**config.mk**
```make
export PLATFORM = sky130hd
export DESIGN_NAME = actor_move_ctrl
export DESIGN_NICKNAME = d
export VERILOG_FILES = /design/src/rtl/actor_move_ctrl.sv
export SDC_FILE = /design/constraint.sdc
export NUM_CORES = 1
export LEC_CHECK = 0
export ABC_CLOCK_PERIOD_IN_PS = 5200
export BUFFER_PORTS_ARGS = -buffer_cell sky130_fd_sc_hd__buf_2
export CAP_MARGIN = 20
export CORE_ASPECT_RATIO = 1.1
export CORE_MARGIN = 8
export CORE_UTILIZATION = 64
export DETAILED_ROUTE_END_ITERATION = 7
export PLACE_DENSITY = 0.89
export SYNTH_ARGS = -nofsm -noshare
export SYNTH_HDL_FRONTEND = slang
export SYNTH_SLANG_ARGS = --single-unit
```
**constraint.sdc**
```tcl
create_clock -name clk -period 5.2 [get_ports clk]
set_input_delay 0.26 -clock clk [delete_from_list [all_inputs] [get_ports clk]]
set_output_delay 0.26 -clock clk [all_outputs]
set_load 0.01 [all_outputs]
```
**src/rtl/actor_move_ctrl.sv**
```systemverilog
// Frame-synchronous movement controller for playfield sprites. Latches keys and collision edges
// during a frame, then resolves them into a clamped fixed-point step with rollback and grid assist.
module actor_move_ctrl #(
    parameter int INITIAL_X    = 15,
    parameter int INITIAL_Y    = 48,
    parameter int OBJ_W        = 32,
    parameter int OBJ_H        = 32,
    parameter int FRAME_LEFT   = 15,
    parameter int FRAME_RIGHT  = 623,
    parameter int FRAME_TOP    = 48,
    parameter int FRAME_BOTTOM = 464,
    parameter int FP_SHIFT     = 6,
    parameter int SPEED0       = 64,
    parameter int SPEED1       = 112,
    parameter int SPEED2       = 160,
    parameter int SPEED3       = 208,
    parameter int TILE         = 32,
    parameter int ALIGN_TOL    = 8
) (
    input  logic               clk,
    input  logic               resetN,
    input  logic               startOfFrame,
    input  logic               up_direction_key,
    input  logic               down_direction_key,
    input  logic               left_direction_key,
    input  logic               right_direction_key,
    input  logic               collision,
    input  logic [3:0]         HitEdgeCode,
    input  logic [1:0]         speed_level,
    input  logic               game_on,
    input  logic               freeze,
    output logic signed [10:0] topLeftX,
    output logic signed [10:0] topLeftY,
    output logic [1:0]         current_speed_level,
    output logic [1:0]         facing,
    output logic               moving
);

    localparam int SpawnX  = INITIAL_X << FP_SHIFT;
    localparam int SpawnY  = INITIAL_Y << FP_SHIFT;
    localparam int XMin    = FRAME_LEFT << FP_SHIFT;
    localparam int XMax    = (FRAME_RIGHT - OBJ_W) << FP_SHIFT;
    localparam int YMin    = FRAME_TOP << FP_SHIFT;
    localparam int YMax    = (FRAME_BOTTOM - OBJ_H) << FP_SHIFT;
    localparam int TileFp  = TILE << FP_SHIFT;
    localparam int TolFp   = ALIGN_TOL << FP_SHIFT;

    typedef enum logic [1:0] {StIdle, StCollect, StResolve, StStep} state_e;

    state_e             r_state, w_state_nxt;
    logic signed [31:0] r_xpos, r_ypos, r_prev_x, r_prev_y, r_dx, r_dy;
    logic [3:0]         r_req;  // {right, left, down, up}
    logic [3:0]         r_hit;  // {LEFT, TOP, RIGHT, BOTTOM}
    logic [1:0]         r_facing, r_speed_lvl;
    logic               r_moving;

    logic signed [31:0] w_speed, w_xbase, w_ybase, w_offx, w_offy, w_dx, w_dy;
    logic signed [31:0] w_sumx, w_sumy, w_newx, w_newy;
    logic [1:0]         w_facing;
    logic               w_roll_x, w_roll_y, w_v_req, w_h_req;

    // Pull toward the nearest grid line when within tolerance, never overshooting it.
    function automatic logic signed [31:0] f_assist(input logic signed [31:0] off,
                                                    input logic signed [31:0] s);
        logic signed [31:0] rem;
        rem = TileFp - off;
        if (off != 0 && off <= TolFp) begin
            return (s < off) ? -s : -off;
        end else if (off >= TileFp - TolFp) begin
            return (s < rem) ? s : rem;
        end
        return '0;
    endfunction

    always_ff @(posedge clk or negedge resetN) begin
        if (!resetN) begin
            r_state <= StIdle;
        end else begin
            r_state <= w_state_nxt;
        end
    end

    always_comb begin
        w_state_nxt = r_state;
        case (r_state)
            StIdle:    if (game_on) w_state_nxt = StCollect;
            StCollect: if (startOfFrame) w_state_nxt = StResolve;
            StResolve: w_state_nxt = StStep;
            StStep:    w_state_nxt = game_on ? StCollect : StIdle;
            default:   w_state_nxt = StIdle;
        endcase
    end

    always_comb begin
        case (r_speed_lvl)
            2'd0:    w_speed = SPEED0;
            2'd1:    w_speed = SPEED1;
            2'd2:    w_speed = SPEED2;
            default: w_speed = SPEED3;
        endcase
        w_roll_x = !freeze && (r_hit[3] || r_hit[1]);
        w_roll_y = !freeze && (r_hit[2] || r_hit[0]);
        w_xbase  = w_roll_x ? r_prev_x : r_xpos;
        w_ybase  = w_roll_y ? r_prev_y : r_ypos;
        // TILE is a power of two, so masking gives a non-negative modulo.
        w_offx   = (w_xbase - XMin) & (TileFp - 1);
        w_offy   = (w_ybase - YMin) & (TileFp - 1);
        w_v_req  = r_req[0] ^ r_req[1];
        w_h_req  = r_req[2] ^ r_req[3];
        w_dx     = '0;
        w_dy     = '0;
        w_facing = r_facing;
        if (!freeze) begin
            if (w_v_req) begin
                w_facing = r_req[0] ? 2'd1 : 2'd0;
                if (r_req[0] && !r_hit[2]) begin
                    w_dy = -w_speed;
                end else if (r_req[1] && !r_hit[0]) begin
                    w_dy = w_speed;
                end
                if (w_dy != 0) w_dx = f_assist(w_offx, w_speed);
            end else if (w_h_req) begin
                w_facing = r_req[2] ? 2'd2 : 2'd3;
                if (r_req[2] && !r_hit[3]) begin
                    w_dx = -w_speed;
                end else if (r_req[3] && !r_hit[1]) begin
                    w_dx = w_speed;
                end
                if (w_dx != 0) w_dy = f_assist(w_offy, w_speed);
            end
        end
    end

    always_comb begin
        w_sumx = r_xpos + r_dx;
        w_sumy = r_ypos + r_dy;
        w_newx = (w_sumx < XMin) ? XMin : ((w_sumx > XMax) ? XMax : w_sumx);
        w_newy = (w_sumy < YMin) ? YMin : ((w_sumy > YMax) ? YMax : w_sumy);
    end

    always_ff @(posedge clk or negedge resetN) begin
        if (!resetN) begin
            r_xpos      <= SpawnX;
            r_ypos      <= SpawnY;
            r_prev_x    <= SpawnX;
            r_prev_y    <= SpawnY;
            r_dx        <= '0;
            r_dy        <= '0;
            r_req       <= '0;
            r_hit       <= '0;
            r_facing    <= '0;
            r_moving    <= 1'b0;
            r_speed_lvl <= '0;
        end else begin
            case (r_state)
                StIdle: begin
                    r_xpos   <= SpawnX;
                    r_ypos   <= SpawnY;
                    r_prev_x <= SpawnX;
                    r_prev_y <= SpawnY;
                    r_dx     <= '0;
                    r_dy     <= '0;
                    r_req    <= '0;
                    r_hit    <= '0;
                    r_facing <= '0;
                    r_moving <= 1'b0;
                end
                StCollect: begin
                    r_req <= r_req | {right_direction_key, left_direction_key,
                                      down_direction_key, up_direction_key};
                    if (collision) r_hit <= r_hit | HitEdgeCode;
                end
                StResolve: begin
                    r_xpos   <= w_xbase;
                    r_ypos   <= w_ybase;
                    r_dx     <= w_dx;
                    r_dy     <= w_dy;
                    r_facing <= w_facing;
                    r_req    <= '0;
                    r_hit    <= '0;
                end
                StStep: begin
                    r_prev_x    <= r_xpos;
                    r_prev_y    <= r_ypos;
                    r_xpos      <= w_newx;
                    r_ypos      <= w_newy;
                    r_moving    <= (w_newx != r_xpos) || (w_newy != r_ypos);
                    r_speed_lvl <= speed_level;
                end
                default: ;
            endcase
        end
    end

    // Bit slice equals the truncated arithmetic shift for an 11-bit result.
    assign topLeftX            = r_xpos[FP_SHIFT +: 11];
    assign topLeftY            = r_ypos[FP_SHIFT +: 11];
    assign current_speed_level = r_speed_lvl;
    assign facing              = r_facing;
    assign moving              = r_moving;

endmodule
```
==> impl_metrics.tcl, run 1 <==
set metrics [dict create \
    synth_top_area_frac 0.301 \
    finalSetupTns_ps 0 \
    dp_hpwl_um 32000 \
    portBuffers 42 \
    gp_congestion 1.04 \
    cts_buffer_depth 2 \
    globalRouteOverflowTotal 0 \
    layout_common_cells "nand2_1, dfrtp_1, o21ai_0, a21oi_1, nor2_1" \
    final_common_cell "nand2_1" \
    cts_resized 0 \
    worstMarginPinSlew_ps 835 \
    dieArea_mm2 0.0278 \
    status "finished clean" \
    cp.required_ps 5500 \
    use_met3 0.0388 \
    synth_edf_count 0 \
    syn_nets 1897 \
    ir_drop_v 0.00145 \
    power.total_mw 9.41 \
    holdPathStages 3 \
    synth_area_per_cell_um2 8.15 \
    cp_max_fo 14 \
    startpoint_type "flop" \
    hold_end "current_speed_level[0]" \
    rsz0062_at_grt "false" \
    drt-total-wl_um 43500 \
    tritoncts "done" \
    yosysUniqueCellTypes 98 \
    drt-vias-per-instance 6.70 \
    critPathSlowestCell "or4_4" \
    n_fill_cell 1800 \
    fin_crit_ps 4820 \
    num-nets-final 1888 \
    first_global_vias 13732 \
    path_cells "ha_1, inv_1, fa_1, and2b_1, o2111ai_2, a21oi_2, nor4_2, or3_1, a31o_1, or4_4, nor4b_4, and3_1, buf_4, nand4_1, a211oi_1, a31oi_1" \
    seqCellArea_mm2 0.00469 \
    startpoint "r_ypos[0]" \
    reg2reg_depth 16 \
    period_share 0.927 \
    yosysWarnings 0 \
    max_freq_ghz 0.208 \
    antenna_found_initial 0 \
    area_growth_pct 6.17 \
    met1_usage 0.374 \
    drt.antenna.violating_nets 0 \
    slew_headroom 0.443 \
    critical-path-max-stage-delay_ps 520 \
    clock_skew_ps 15.6 \
    grt_pass1_wl_um 70600 \
    die_w_um 160 \
    met2_usage 0.521 \
    hold_path_class "in -> reg" \
    worstReg2RegStart "r_ypos[0]" \
    coreArea_mm2 0.0226 \
    placement_rows 58 \
    arrival_ps 5120 \
    path_class "reg -> reg" \
    dr.pass1.iters 6 \
    clk_latency_ps 440 \
    cts.sinks 187 \
    die_h_um 174 \
    antennaDiodeCount 0 \
    placedInstanceArea_mm2 0.0148 \
    clk_pin_slew_ps 70 \
    slew_viol_final 0 \
    vias 13970 \
    p_leak_nw 7.16 \
    synth.largest_area_cell "dfrtp_1" \
    dr.first_iter.drc_count 1336 \
    stdcell_area_mm2 0.0154 \
    wl_per_cell_um 20.9 \
    cts_root_buffer "clkbuf_16" \
    seq_area_frac_synth 0.323 \
    hold_slack_ps 21.6 \
    drive_above_1_share 0.0868 \
    busiest_layer "met2" \
    synth_ff_type "dfrtp_1" \
    hp-start "speed_level[0]" \
    drc 0 \
    async_flop_share 1.00 \
    cts-htree-levels 4 \
    numCtsBuffers 17 \
    worstSetupEndpointType "flop" \
    maxCapViolCount 0 \
    syn_area_mm2 0.0145 \
    regToRegSetupSlack_ps 380 \
    synth-seq-cells 187 \
    initial_utilization 0.644 \
    boundaryPins 43 \
    finish.utilization 0.683 \
    power.density_mw_per_mm2 610 \
    finalHoldViolCount 0 \
    finalSetupViolations 0 \
    grt_usage 0.309 \
    netlist_instances 1782 \
    synth_area_leaders "dfrtp_1, ha_1, nand2_1, o21ai_0, a21oi_1" \
    multi_input_area_mm2 0.00908 \
    grt_start_max_net_pins 77 \
    r2r-end "moving" \
]
-- final cells by class --
cell class	count	share of cell area
clock buffers	21	0.0299
multi-input cells	1430	0.589
inverters	61	0.0148
repair buffers	76	0.0309
well taps	300	0.0243
clock inverters	11	0.00706
flip-flops and latches	187	0.304
-- per-stage QoR --
stage / setup WS (ps) / std cells
CTS: 397 / 2086
global route: 98.9 / 2086
global placement: 465 / 2053
floorplan: 966 / 1782
finish: 382 / 2086
detailed placement: 429 / 2053
-- sequential cells by signal (all words and copies together) (netlist names) --
signal / count
r_prev_x: 32
r_prev_y: 32
r_xpos: 32
r_ypos: 32
r_dx: 22
r_dy: 22
r_hit: 4
r_req: 4
current_speed_level: 2
facing: 2
r_state: 2
moving: 1
-- cell families after synthesis --
kind of cell | Yosys count | synth area share
buf+inv | 165 | 0.0535
compound gates | 592 | 0.268
flops | 187 | 0.323
xor+xnor | 60 | 0.0362
mux | 35 | 0.0246
simple gates | 643 | 0.207
fa+ha+maj | 100 | 0.0870
-- layer usage --
metal  part of all wire  vias up
met5                  0        -
met3              0.064      196
met4              0.058        0
met1               0.40     6667
met2               0.48      663
li1                   -     6444
-- power by group --
| part | internal [mW] | leakage, nW | total, mW | switching (mW) |
|---|---|---|---|---|
| logic | 2.14 | 4.34 | 6.09 | 3.95 |
| registers | 1.73 | 2.54 | 2.02 | 0.293 |
| clock network | 0.694 | 0.279 | 1.30 | 0.606 |
-- worst max-delay path by stage --
stage / endpoint / slack (ps) / cells past startpoint
3_3_place_gp: moving / 470 / 16
6_report: moving / 380 / 16
5_1_grt: moving / 100 / 16
4_1_cts: moving / 400 / 16
3_5_place_dp: moving / 430 / 16
2_1_floorplan: moving / 970 / 17
-- synthesized netlist by cell type (10+ instances only) --
| library cell | number |
|---|---|
| o31a_1 | 10 |
| a211oi_1 | 20 |
| o21ai_0 | 162 |
| buf_2 | 12 |
| mux2i_1 | 29 |
| nand2_1 | 316 |
| nand3_1 | 29 |
| a21o_1 | 56 |
| or3_1 | 16 |
| inv_1 | 58 |
| and2_1 | 15 |
| o21a_1 | 18 |
| nor2_1 | 105 |
| xor2_1 | 21 |
| nand2b_1 | 25 |
| o211ai_1 | 14 |
| a21oi_1 | 127 |
| dfstp_2 | 12 |
| o22ai_1 | 10 |
| or4_1 | 10 |
| nand4_1 | 22 |
| o21ai_1 | 22 |
| and3_1 | 17 |
| buf_4 | 36 |
| nor3_1 | 29 |
| ha_1 | 97 |
| nor4_1 | 14 |
| dfrtp_1 | 175 |
| xnor2_1 | 39 |
| o31ai_1 | 12 |
| clkbuf_1 | 52 |
| a22oi_1 | 10 |
-- what timing repair did --
item | in CTS | in global routing
setup buffers | 0 | 0
hold endpoints to repair | 62 | 0
hold buffers | 1 | 0
-- critical path: cells and delay by family, from the launching register on --
family,cells,cell delay (ps)
and+or+nand+nor,7,1980
AOI/OAI and AO/OA,5,1260
adders and majority gates,2,640
DFF,1,510
buffers and inverters,2,270
Note: power is estimated with default switching activity, not from simulation.
==> run 2: changes to the inputs <==
==> config.mk (replaced) <==
export PLATFORM = sky130hd
export DESIGN_NAME = actor_move_ctrl
export DESIGN_NICKNAME = d
export VERILOG_FILES = /design/src/rtl/actor_move_ctrl.sv
export SDC_FILE = /design/constraint.sdc
export NUM_CORES = 1
export LEC_CHECK = 0
export BUFFER_PORTS_ARGS = -buffer_cell sky130_fd_sc_hd__buf_2
export CAP_MARGIN = 20
export CORE_ASPECT_RATIO = 1.1
export CORE_MARGIN = 8
export CORE_UTILIZATION = 66
export CTS_BUF_LIST = sky130_fd_sc_hd__clkbuf_8
export DETAILED_ROUTE_END_ITERATION = 7
export PLACE_DENSITY = 0.91
export SYNTH_ARGS = -nofsm -noshare
export SYNTH_HDL_FRONTEND = slang
export SYNTH_SLANG_ARGS = --single-unit
==> impl_metrics.tcl, run 2 (synthesis gave the netlist of run 1 again) <==
set metrics [dict create \
    status "complete, but fails checks" \
    violations "design-rule violations" \
    drt.antenna.violating_nets 0 \
    cp_max_fo 10 \
    worstSetupEndpointType "flop" \
    cts_buffer_depth 2 \
    cts-htree-levels 4 \
    slew_headroom 0.452 \
    cts_root_buffer "clkbuf_8" \
    worstReg2RegStart "r_xpos[5]" \
    maxCapViolCount 0 \
    dr.pass1.iters 8 \
    hold_path_class "in -> reg" \
    path_cells "ha_1, a21oi_1, a211oi_2, o21a_1, nor4_1, mux2i_1, nand4_2, nor3_4, nand2_1, a22o_1, or4_1, a2111oi_2, a31oi_1" \
    grt_pass1_wl_um 70800 \
    placedInstanceArea_mm2 0.0148 \
    die_w_um 157 \
    drt-total-wl_um 43700 \
    startpoint_type "flop" \
    initial_utilization 0.666 \
    critical-path-max-stage-delay_ps 530 \
    critPathSlowestCell "or4_1" \
    final_common_cell "nand2_1" \
    clk_latency_ps 490 \
    cts.sinks 187 \
    power.density_mw_per_mm2 601 \
    crit_buf_inv 0 \
    first_global_vias 13594 \
    arrival_ps 5220 \
    tritoncts "done" \
    reg2reg_depth 13 \
    die_h_um 172 \
    drive_above_1_share 0.0839 \
    period_share 0.938 \
    cp.required_ps 5550 \
    rsz0062_at_grt "false" \
    fin_crit_ps 4880 \
    hp-start "left_direction_key" \
    drc 2 \
    r2r-end "moving" \
    clk_pin_slew_ps 110 \
    drt-vias-per-instance 6.74 \
    clock_skew_ps 26.8 \
    regToRegSetupSlack_ps 320 \
    max_freq_ghz 0.205 \
    p_leak_nw 7.08 \
    stdcell_area_mm2 0.0153 \
    portBuffers 42 \
    gp_congestion 1.01 \
    antenna_found_initial 1 \
    coreArea_mm2 0.0218 \
    grt_start_max_net_pins 99 \
    dr.first_iter.drc_count 1396 \
    num-nets-final 1889 \
    hold_end "r_req[2]" \
    wl_per_cell_um 21.0 \
    path_class "reg -> reg" \
    crit_family "simple AND/OR/NAND/NOR gates" \
    area_growth_pct 5.07 \
    worstMarginPinSlew_ps 822 \
    cts_setup_buffers 0 \
    numCtsBuffers 17 \
    placement_rows 57 \
    dp_hpwl_um 31900 \
    globalRouteOverflowTotal 0 \
    ir_drop_v 0.00129 \
    dieArea_mm2 0.0270 \
    boundaryPins 43 \
    finalSetupTns_ps 0 \
    finalHoldViolCount 0 \
    grt_usage 0.330 \
    slew_viol_final 0 \
    finalSetupViolations 0 \
    antennaDiodeCount 0 \
    holdPathStages 3 \
    layout_common_cells "nand2_1, dfrtp_1, o21ai_0, a21oi_1, nor2_1" \
    vias 14028 \
]
-- run 2: cell types whose count changed in the layout (fill, tap and decap cells not counted), sizes merged --
cell,before,now
inv,62,66
clkbuf,22,19
clkinv,8,6
clkinvlp,1,2
buf,74,69
dlygate4sd3,1,7
-- run 2: per-layer routing --
metal / global-route usage / share of wire / up-vias
li1: - / - / 6454
met1: 0.406 / 0.40 / 6643
met2: 0.548 / 0.47 / 735
met3: 0.0525 / 0.082 / 194
met4: 0.180 / 0.050 / 2
met5: 0 / 0.00030 / -
-- run 2: worst min-delay path, stage by stage --
cell and delay [ps]:
buf_2 70, a21oi_1 50, nor2_1 80
-- run 2: where the power goes --
part           internal [mW]  switching, mW  leakage (nW)  total [mW]
clock network          0.405          0.593         0.202       0.998
logic                   2.14           4.02          4.34        6.16
registers               1.72          0.289          2.54        2.01
-- run 2: stage by stage --
stage / hold slack (ps) / setup slack [ps] / instances / util / power [mW]
final: 11.5 / 324 / 2082 / 0.699 / 9.17
after global routing: 11.9 / 54.3 / 2082 / 0.699 / 9.78
after CTS: 11.3 / 390 / 2082 / 0.699 / 9.00
after detailed placement: 397 / 446 / 2043 / 0.678 / 7.98
after global placement: 394 / 494 / 2043 / 0.678 / 7.83
after floorplan: -35.6 / 966 / 1782 / - / 6.49
-- run 2: area by class of cell --
cell class | count | area [um2]
sequential | 187 | 4690
multi-input combinational | 1430 | 9080
tap | 295 | 369
clock inverter | 14 | 141
clock buffer | 18 | 248
inverter | 61 | 229
fill | 1774 | 6560
timing repair buffer | 77 | 499
-- run 2: worst max path at each step --
| stage | start | to | slack, ps | depth (start not counted) |
|---|---|---|---|---|
| floorplan | r_ypos[0] | moving | 970 | 17 |
| global placement | r_ypos[0] | moving | 490 | 16 |
| detailed placement | r_ypos[0] | moving | 450 | 16 |
| CTS | r_ypos[0] | moving | 390 | 16 |
| global route | r_xpos[5] | moving | 50 | 13 |
| finish | r_xpos[5] | moving | 320 | 13 |
-- run 2: timing repair --
action	4_1_cts	5_1_grt
setup endpoints to repair	0	1
hold buffers	7	0
hold endpoints to repair	91	0
resized for setup	0	1
